**src/rtl/bus_arbiter.sv**
```systemverilog
// ============================================================================
// bus_arbiter: round-robin two-master arbiter for the single-word peripheral bus
// Revision: 1.0
// ============================================================================
`default_nettype none

module bus_arbiter #(
  parameter int unsigned WAIT    = 1,
  parameter int unsigned ADDR_HI = 31
) (
  input  logic                clk,
  input  logic                reset,
  input  logic                m0_req,
  input  logic [ADDR_HI-2:0]  m0_addr,
  input  logic [31:0]         m0_wd,
  input  logic                m0_we,
  output logic                m0_gnt,
  output logic                m0_ack,
  input  logic                m1_req,
  input  logic [ADDR_HI-2:0]  m1_addr,
  input  logic [31:0]         m1_wd,
  input  logic                m1_we,
  output logic                m1_gnt,
  output logic                m1_ack,
  output logic [31:0]         rdata,
  output logic [ADDR_HI-2:0]  pr_addr,
  output logic [31:0]         pr_wd,
  output logic                pr_we,
  input  logic [31:0]         pr_rd,
  output logic                busy
);

  typedef enum logic [1:0] {
    IDLE   = 2'd0,
    ACCESS = 2'd1,
    RESP   = 2'd2
  } state_t;

  localparam logic [3:0] WAIT_CNT = 4'(WAIT);

  state_t              state;
  state_t              state_n;
  logic                owner;
  logic                last;
  logic [3:0]          cnt;
  logic [ADDR_HI-2:0]  lat_addr;
  logic [31:0]         lat_wd;
  logic                lat_we;
  logic                any_req;
  logic                sel;

  assign any_req = m0_req | m1_req;
  // On a tie the master that did not go last wins; a lone requester always wins.
  assign sel     = (m0_req & m1_req) ? ~last : m1_req;

  always_comb begin
    state_n = state;
    case (state)
      IDLE:    if (any_req) state_n = ACCESS;
      ACCESS:  if (cnt == 4'd0) state_n = RESP;
      RESP:    state_n = IDLE;
      default: state_n = IDLE;
    endcase
  end

  always_ff @(posedge clk or posedge reset) begin
    if (reset) begin
      state    <= IDLE;
      owner    <= 1'b0;
      last     <= 1'b1;
      cnt      <= 4'd0;
      lat_addr <= '0;
      lat_wd   <= 32'd0;
      lat_we   <= 1'b0;
      rdata    <= 32'd0;
    end else begin
      state <= state_n;
      case (state)
        IDLE: begin
          if (any_req) begin
            owner    <= sel;
            cnt      <= WAIT_CNT;
            lat_addr <= sel ? m1_addr : m0_addr;
            lat_wd   <= sel ? m1_wd   : m0_wd;
            lat_we   <= sel ? m1_we   : m0_we;
          end
        end
        ACCESS: begin
          if (cnt != 4'd0) begin
            cnt <= cnt - 4'd1;
          end else if (!lat_we) begin
            rdata <= pr_rd;
          end
        end
        RESP: last <= owner;
        default: ;
      endcase
    end
  end

  // Outputs decode only from registered state, so reset clears them without a clock.
  always_comb begin
    busy    = 1'b0;
    m0_gnt  = 1'b0;
    m1_gnt  = 1'b0;
    m0_ack  = 1'b0;
    m1_ack  = 1'b0;
    pr_addr = '0;
    pr_wd   = 32'd0;
    pr_we   = 1'b0;
    if (state != IDLE) begin
      busy   = 1'b1;
      m0_gnt = ~owner;
      m1_gnt = owner;
    end
    if (state == ACCESS) begin
      pr_addr = lat_addr;
      pr_wd   = lat_wd;
      pr_we   = lat_we & (cnt == 4'd0);
    end
    if (state == RESP) begin
      m0_ack = ~owner;
      m1_ack = owner;
    end
  end

endmodule

`default_nettype wire

```
**config.mk**
```make
export PLATFORM = sky130hd
export DESIGN_NAME = bus_arbiter
export DESIGN_NICKNAME = d
export VERILOG_FILES = /design/src/rtl/bus_arbiter.sv
export SDC_FILE = /design/constraint.sdc
export NUM_CORES = 1
export LEC_CHECK = 0
export BUFFER_PORTS_ARGS = -buffer_cell sky130_fd_sc_hd__buf_2
export CORE_UTILIZATION = 46
export DETAILED_ROUTE_END_ITERATION = 16
export HOLD_SLACK_MARGIN = 0.02
export PLACE_DENSITY = 0.89
export SYNTH_ARGS = -nofsm -noshare
export SYNTH_HDL_FRONTEND = slang
export SYNTH_SLANG_ARGS = --single-unit
export TNS_END_PERCENT = 50
```
**constraint.sdc**
```tcl
create_clock -name clk -period 3.8 [get_ports clk]
set_input_delay 0.76 -clock clk [delete_from_list [all_inputs] [get_ports clk]]
set_output_delay 0.76 -clock clk [all_outputs]
set_load 0.02 [all_outputs]
```
; ---- Yosys cells after proc, flatten, opt, wreduce, memory -nomap -nowiden
; Index checks and enable logic that the tools add are counted.
; W data, S select, Z words.
[word_totals]
regBits = 103
inputBits = 162
out_inout_bits = 100
word_cells = 48
[op_classes]
addsub = 1
n_eq_ne = 5
muxes = 18
bitwise = 7
n_reduce_logical = 9
[ops]
columns = op, n
row1 = $mux W32, 2
row2 = $mux W30, 2
row3 = $mux W1, 8
row4 = $mux W4, 2
row5 = $pmux W4 S2, 1
row6 = $reduce_and A3 Y1, 2
row7 = $logic_not A4 Y1, 1
row8 = $mux W2, 2
row9 = $ne A2 B2 Y1 const B, 2
row10 = $not A1 Y1, 4
row11 = $pmux W2 S2, 1
row12 = $reduce_and A2 Y1, 2
row13 = $reduce_bool A2 Y1, 2
row14 = $reduce_bool A4 Y1, 1
row15 = $sub A4 B1 Y4 const B, 1
row16 = $and A1 B1 Y1, 2
row17 = $eq A2 B1 Y1 const B, 1
row18 = $eq A2 B2 Y1 const B, 1
row19 = $logic_not A2 Y1, 1
row20 = $ne A2 B1 Y1 const B, 1
row21 = $or A1 B1 Y1, 1

; ---- Logic depth before layout (Yosys ltp)
; Gate-level depths: netlist (run 1).
[depth]
word_depth = 3
ltp_mapped = 6
mapped_depth_nobuf = 5

; ---- Worst setup path before layout (run 1)
; Ideal clock, no wire load.
[synth_path]
kind = register to output
startpoint = reg state[1]
endpoint = out pr_addr[0]
arrival_ns = 1.281
required_time_ns = 3.040
setup_slack_ns = 1.759
stages_incl_launch_ff = 5
n_path_buf = 2
cell_sequence = dfrtp_1 -> and2b_1 -> buf_2 -> clkbuf_1 -> and2_1
[synth_between]
elab_chain_len = 2
[synth_rtl]
columns = element, line_no
row1 = "start, declared", 41  ; state_t state;
row2 = "start signal, assigned", 77  ; state <= state_n;
row3 = $eq A2 B1 Y1, 116  ; if (state == ACCESS) begin
row4 = $mux W30, 116
row5 = "end, declared", 26  ; output logic [ADDR_HI-2:0] pr_addr,
; Every way passes these cells.

; ---- Worst setup path in the final report (run 1)
[layout_path]
startpoint = reg state[1]
endpoint = out pr_wd[19]
[layout_between]
elab_chain_len = 2
[layout_rtl]
columns = element, line_no
row1 = $eq A2 B1 Y1, 116
row2 = $mux W32, 116
row3 = "end, declared", 27  ; output logic [31:0] pr_wd,
; Every way passes these cells.

==> results of run 1 <==
## logic make-up (layout without fill, tap and decap cells)
| group | count (synthesis) | in the layout | synth area share [%] |
|---|---|---|---|
| AOI/OAI and AO/OA | 138 | 138 | 13.9 |
| DFF | 103 | 103 | 50.1 |
| muxes | 96 | 96 | 21.6 |
| adders and majority gates | 1 | 1 | 0.243 |
| buffers and inverters | 44 | 288 | 4.25 |
| and+or+nand+nor | 79 | 79 | 9.89 |
## registers in the layout, summed over array words and instances (netlist names)
name	count
rdata	32
state	2
owner	1
last	1
cnt	4
lat_addr	30
lat_we	1
lat_wd	32
## Yosys cell counts
master | instances | area [um2]
a21bo_2 | 1 | 10.0
a21boi_0 | 2 | 15.0
a21o_1 | 1 | 7.51
and2_1 | 62 | 388
and2b_1 | 1 | 7.51
and3_1 | 1 | 6.26
buf_2 | 4 | 20.0
buf_4 | 7 | 52.6
buf_6 | 3 | 33.8
clkbuf_1 | 24 | 90.1
dfrtp_1 | 102 | 2550
dfstp_2 | 1 | 26.3
ha_1 | 1 | 12.5
inv_1 | 6 | 22.5
mux2_2 | 3 | 33.8
mux2_4 | 30 | 450
mux2i_1 | 63 | 631
nand2b_1 | 3 | 18.8
nand3b_4 | 1 | 20.0
nand4b_1 | 2 | 17.5
nor2_1 | 6 | 22.5
nor3_1 | 2 | 10.0
nor3b_4 | 1 | 18.8
o21ai_0 | 125 | 626
o21ai_1 | 5 | 25.0
o221ai_1 | 1 | 8.76
o22ai_1 | 1 | 6.26
o2bb2ai_1 | 1 | 8.76
o41ai_1 | 1 | 8.76
## through the flow
stage               setup WS [ns]  std cells  hold slack, ns
finish                      0.961        845           0.507
global route                0.813        845           0.544
CTS                         0.902        845           0.511
detailed placement           1.16        829           0.488
global placement             1.27        829           0.480
floorplan                   0.338        461           0.465
## worst reg2reg max path, cell delays in order (launching register included)
cell and delay [ns]:
dfrtp_1 0.41, and2b_2 0.83, nand3b_4 0.71, mux2_4 0.52
## metal layers
metal  GRT usage (%)  vias to the layer above  part of all wire (%)  wire [um]
li1                -                     2082                     -          -
met1            26.5                     2132                    40       5270
met2            40.0                      199                    52       6720
met3            4.66                       22                   5.9        772
met4            8.71                        0                   2.0        261
met5               0                        -                     0          0
## worst paths after layout
check                            from     endpoint  slack (ns)  depth (start not counted)
min in group asynchronous       reset  lat_addr[8]        0.66                          2
max                          state[1]    pr_wd[19]        0.96                          3
min                        lat_wd[19]   lat_wd[19]        0.51                          2
min reg2reg                lat_wd[19]   lat_wd[19]        0.51                          2
max reg2reg                  state[1]     rdata[7]        1.22                          3
max in group asynchronous       reset    rdata[14]        2.34                          3
## power by group
group	switching [W]	internal (W)
clock network	0.000422	0.000321
logic	0.00181	0.00124
registers	0.000280	0.00165
## layout make-up
type	instances	area, um2	area share (%)
Timing Repair Buffer	266	1360	20.2
Clock inverter	7	91.3	1.36
Tap cell	140	175	2.60
Sequential cell	103	2580	38.3
Clock buffer	9	124	1.84
Inverter	6	25.0	0.372
Multi-Input combinational cell	314	2380	35.3
==> flow_metrics.tcl, run 1 <==
set metrics [dict create \
    setup_viol 0 \
    cts_tree "built" \
    core_um2 10900 \
    die_h_um 108 \
    postCtsSetupRepairBufs 0 \
    place_area_um2 6510 \
    fillers 879 \
    track_usage_pct 22.5 \
    cp_slowest_cell "and2b_2" \
    postLayoutCellArea_um2 6730 \
    grt_setup_unrepaired "false" \
    port_buffers 261 \
    clkTransAtPathRegs_ns 0.11 \
    power_w 0.00572 \
    maxSlewHeadroom_pct 24.4 \
    path_buf_inv 1 \
    clock.fmax_mhz 352 \
    worstSkewPairLatency_ns 0.37 \
    gp_congestion 0.754 \
    final_cell_mix "261 x buf_2, 125 x o21ai_0, 102 x dfrtp_1, 63 x mux2i_1, 62 x and2_1" \
    rows 38 \
    tns_ns 0 \
    crit_path_end_kind "output port" \
    postRouteAntennaNets 0 \
    slowest_delay_ns 0.83 \
    synth_warnings 0 \
    hold_violations 0 \
    max-vdd-ir-drop_uv 573 \
    synthesis.area_um2 5150 \
    htreeDepth 3 \
    critPathRequiredTime_ns 3.04 \
    grt_antenna_before_repair 0 \
    cts_sinks 103 \
    clock_path_buffers 2 \
    routed_wl_um 13000 \
    ys_ff_latch 103 \
    critical_path_class "reg2out" \
    drv_cap 0 \
    post_drt_wl_per_cell_um 15.4 \
    crit_chain "and2b_2 -> and2_1 -> buf_2" \
    grt_pass1_wl_um 20400 \
    synth_cells 461 \
    ys_seq_area_share_pct 50.1 \
    drive_gt1_share_pct 45.8 \
    tightest_slew_ns 1.13 \
    ys_types 29 \
    grt_max_degree 95 \
    power_density_nw_per_um2 850 \
    min_period_ns 2.84 \
    hp-class "reg2reg" \
    hold_buffers 0 \
    post_cts_resized 0 \
    grt_pass1_vias 4263 \
    slew_viol_final 0 \
    dieWidth_um 108 \
    clock-skew-final_ns 0.0106 \
    start_kind "register" \
    post-route-period-util_pct 74.7 \
    arrival_ns 2.08 \
    nets 863 \
    fin_util_pct 61.8 \
    root_buffer "clkbuf_8" \
    viasPerCell 5.25 \
    overflow 0 \
    drtPass1Iterations 4 \
    mappedNetlistNets 624 \
    num_vias 4435 \
    first_iter_violations 159 \
    cp_top_family "simple AND/OR/NAND/NOR gates" \
    layout_commonest_cell "buf_2" \
    critPathMaxFanout 67 \
    avgSynthCellArea_um2 11.2 \
    status "completed" \
    die_area_um2 11600 \
    hpwl_um 9320 \
    area_growth_pct 30.7 \
    num_antenna_cells 0 \
    cts_buffers 9 \
    io_pins 262 \
    drc 0 \
    leakagePower_nw 3.64 \
    start_util_pct 47.3 \
]
No activity file was read; power rests on OpenSTA's default activity.
==> inputs of run 2 (changes only) <==
--- a/config.mk
+++ b/config.mk
@@ -5,11 +5,12 @@
 export SDC_FILE = /design/constraint.sdc
 export NUM_CORES = 1
 export LEC_CHECK = 0
+export ABC_AREA = 1
 export BUFFER_PORTS_ARGS = -buffer_cell sky130_fd_sc_hd__buf_2
-export CORE_UTILIZATION = 46
+export CORE_UTILIZATION = 41
 export DETAILED_ROUTE_END_ITERATION = 16
 export HOLD_SLACK_MARGIN = 0.02
-export PLACE_DENSITY = 0.89
+export PLACE_DENSITY = 0.84
 export SYNTH_ARGS = -nofsm -noshare
 export SYNTH_HDL_FRONTEND = slang
 export SYNTH_SLANG_ARGS = --single-unit
==> constraint.sdc (replaced) <==
create_clock -name clk -period 2.55 [get_ports clk]
set_input_delay 0.51 -clock clk [delete_from_list [all_inputs] [get_ports clk]]
set_output_delay 0.51 -clock clk [all_outputs]
set_load 0.02 [all_outputs]
==> run 2 against run 1 <==
Setup slack got worse by 0.67 ns. Die area is 9.8% higher. Critical endpoint is now pr_wd[25]. Combinational power up 57%. Largest power group unchanged. Core utilization is 5.7 points lower. Critical path depth increased by 3. Critical path type unchanged.
==> flow_metrics.tcl, run 2 <==
set metrics [dict create \
    htreeDepth 3 \
    layout_commonest_cell "buf_2" \
    cts_tree "built" \
    track_usage_pct 21.7 \
    rr_worst_depth 8 \
    num_antenna_cells 0 \
    postCtsSetupRepairBufs 0 \
    num_vias 5177 \
    tns_ns 0 \
    ys_async_sr_fraction_pct 100 \
    nets 1070 \
    root_buffer "clkbuf_16" \
    dieWidth_um 113 \
    grt_pass1_vias 4690 \
    clkPwrFrac_pct 16.7 \
    clkTransAtPathRegs_ns 0.07 \
    critPathMaxFanout 23 \
    min_period_ns 2.26 \
    first_iter_violations 341 \
    fillers 1123 \
    slew_viol_final 0 \
    power_density_nw_per_um2 1370 \
    viasPerCell 4.89 \
    crit_path_end_kind "output port" \
    drtPass1Iterations 5 \
    combPwrFrac_pct 51.8 \
    hp-class "in2async" \
    io_pins 262 \
    synth_edf_count 0 \
    cts_sinks 103 \
    r2r_end "rdata[9]" \
    yosys.area.top_type_share_pct 50.6 \
    routed_wl_um 13800 \
    ys_seq_area_share_pct 51.1 \
    max-vdd-ir-drop_uv 605 \
    avgSynthCellArea_um2 7.58 \
    setup_viol 0 \
    drive_gt1_share_pct 32.8 \
    synth_cells 666 \
    cts_buffers 9 \
    status "completed" \
    p_sw_share_pct 46.9 \
    reg.largest.list "lat_wd x32, rdata x32, lat_addr x30" \
    post_drt_wl_per_cell_um 13.0 \
    postLayoutCellArea_um2 6740 \
    arrival_ns 1.75 \
    ys_top_cells_by_count "138 x nand2_1, 135 x nor2_1, 102 x dfrtp_1, 87 x o21ai_1, 69 x inv_1" \
    clock_path_buffers 2 \
    core_um2 12000 \
    critical_path.endpoint "pr_wd[25]" \
    drv_cap 0 \
    synth_warnings 0 \
    die_h_um 113 \
    drc 0 \
    grt_max_degree 104 \
    start_util_pct 42.0 \
    tightest_slew_ns 0.603 \
    fin_util_pct 56.1 \
    gp_congestion 0.784 \
    synthesis.area_um2 5050 \
    critPathRequiredTime_ns 2.04 \
    final_cell_mix "261 x buf_2, 137 x nand2_1, 135 x nor2_1, 102 x dfrtp_1, 87 x o21ai_1" \
    hpwl_um 9580 \
    worstSkewPairLatency_ns 0.34 \
    die_area_um2 12800 \
    power.internal_w 0.00491 \
    yosys-top-cells-area "dfrtp_1 51%, nand2_1 10%, nor2_1 10%" \
    post_cts_resized 0 \
    postRouteAntennaNets 0 \
    mappedNetlistNets 829 \
    timing.final.ws_setup_ns 0.286 \
    grt_antenna_before_repair 0 \
    maxSlewHeadroom_pct 59.7 \
    ys_types 23 \
    grt_setup_unrepaired "false" \
    synth_most_common_cell "nand2_1" \
    startpoint "state[0]" \
    synth_area_leader_cell "dfrtp_1" \
    p_switching_w 0.00432 \
    place_area_um2 6400 \
    ys_ff_latch 103 \
    timing.rr.start "state[0]" \
    leakagePower_nw 3.79 \
    critical_path_class "reg2out" \
    clock-skew-final_ns 0.00734 \
    hold_violations 0 \
    r2r_slack_ns 0.63 \
    post-route-period-util_pct 88.8 \
    seqPwrFrac_pct 31.5 \
    area_growth_pct 33.4 \
    hold_buffers 0 \
    start_kind "register" \
    power_w 0.00923 \
    overflow 0 \
    grt_pass1_wl_um 22100 \
    port_buffers 261 \
    dp_slack_ns 0.636 \
    clock.fmax_mhz 442 \
    synth_ff_type "dfrtp_1" \
    rows 40 \
]
run 2: changes by cell type in the layout (fill, tap and decap cells not counted), sizes merged, moves of 3 or more:
cell	before	now
mux2i	63	0
nand3	0	34
nor2	6	138
buf	266	272
and2	62	0
inv	8	75
mux2	33	0
o21ai	130	133
nand2b	3	0
nand2	0	139
run 2: final cells by class:
| cell class | count | area (um2) | area share, % |
|---|---|---|---|
| inverters | 73 | 283 | 4.20 |
| repair buffers | 272 | 1410 | 21.0 |
| clock inverters | 7 | 110 | 1.63 |
| clock buffers | 9 | 225 | 3.34 |
| flip-flops and latches | 103 | 2580 | 38.3 |
| multi-input cells | 448 | 1940 | 28.8 |
| well taps | 147 | 184 | 2.73 |
run 2: how the worst min path moves through the flow:
stage                            start  slack [ns]  depth (start not counted)            to
after floorplan           lat_addr[29]        0.45                          2  lat_addr[29]
after global placement       rdata[16]        0.45                          2     rdata[16]
after detailed placement     rdata[16]        0.45                          2     rdata[16]
after CTS                        reset        0.35                          3     lat_wd[4]
after global routing             reset        0.37                          3     lat_wd[4]
final                            reset        0.27                          3     lat_wd[4]
run 2: metrics by stage:
stage,hold WS (ns),instances
final,0.268,1059
after global routing,0.374,1059
after CTS,0.348,1059
after detailed placement,0.453,1043
after global placement,0.448,1043
after floorplan,0.453,666
run 2: per-layer routing:
metal | global-route usage [%] | vias to the layer above | wire [um]
met5 | 0 | - | 0
met4 | 8.16 | 0 | 282
met3 | 4.07 | 28 | 882
met2 | 36.8 | 218 | 6700
met1 | 27.6 | 2373 | 5920
li1 | - | 2558 | -
run 2: worst max-delay path, cell delays in order, from the launching register on:
cell	delay [ns]
dfrtp_1	0.39
inv_1	0.11
nor2_4	0.05
inv_2	0.33
buf_4	0.29
nor2_1	0.06
buf_2	0.15
run 2: logic make-up (layout without fill, tap and decap cells):
group / Yosys count / after routing / share of synthesized area [%]
compound gates: 133 / 133 / 13.4
xor+xnor: 1 / 1 / 0.174
fa+ha+maj: 1 / 1 / 0.248
buf+inv: 115 / 361 / 10.5
flops: 103 / 103 / 51.1
simple gates: 313 / 313 / 24.6
run 2: power groups by stage:
stage / clock network (W) / logic (W) / registers [W]
floorplan: 0 / 0.00316 / 0.00315
global placement: 0 / 0.00472 / 0.00289
detailed placement: 0 / 0.00482 / 0.00291
CTS: 0.00157 / 0.00482 / 0.00290
global route: 0.00164 / 0.00532 / 0.00300
finish: 0.00154 / 0.00478 / 0.00291
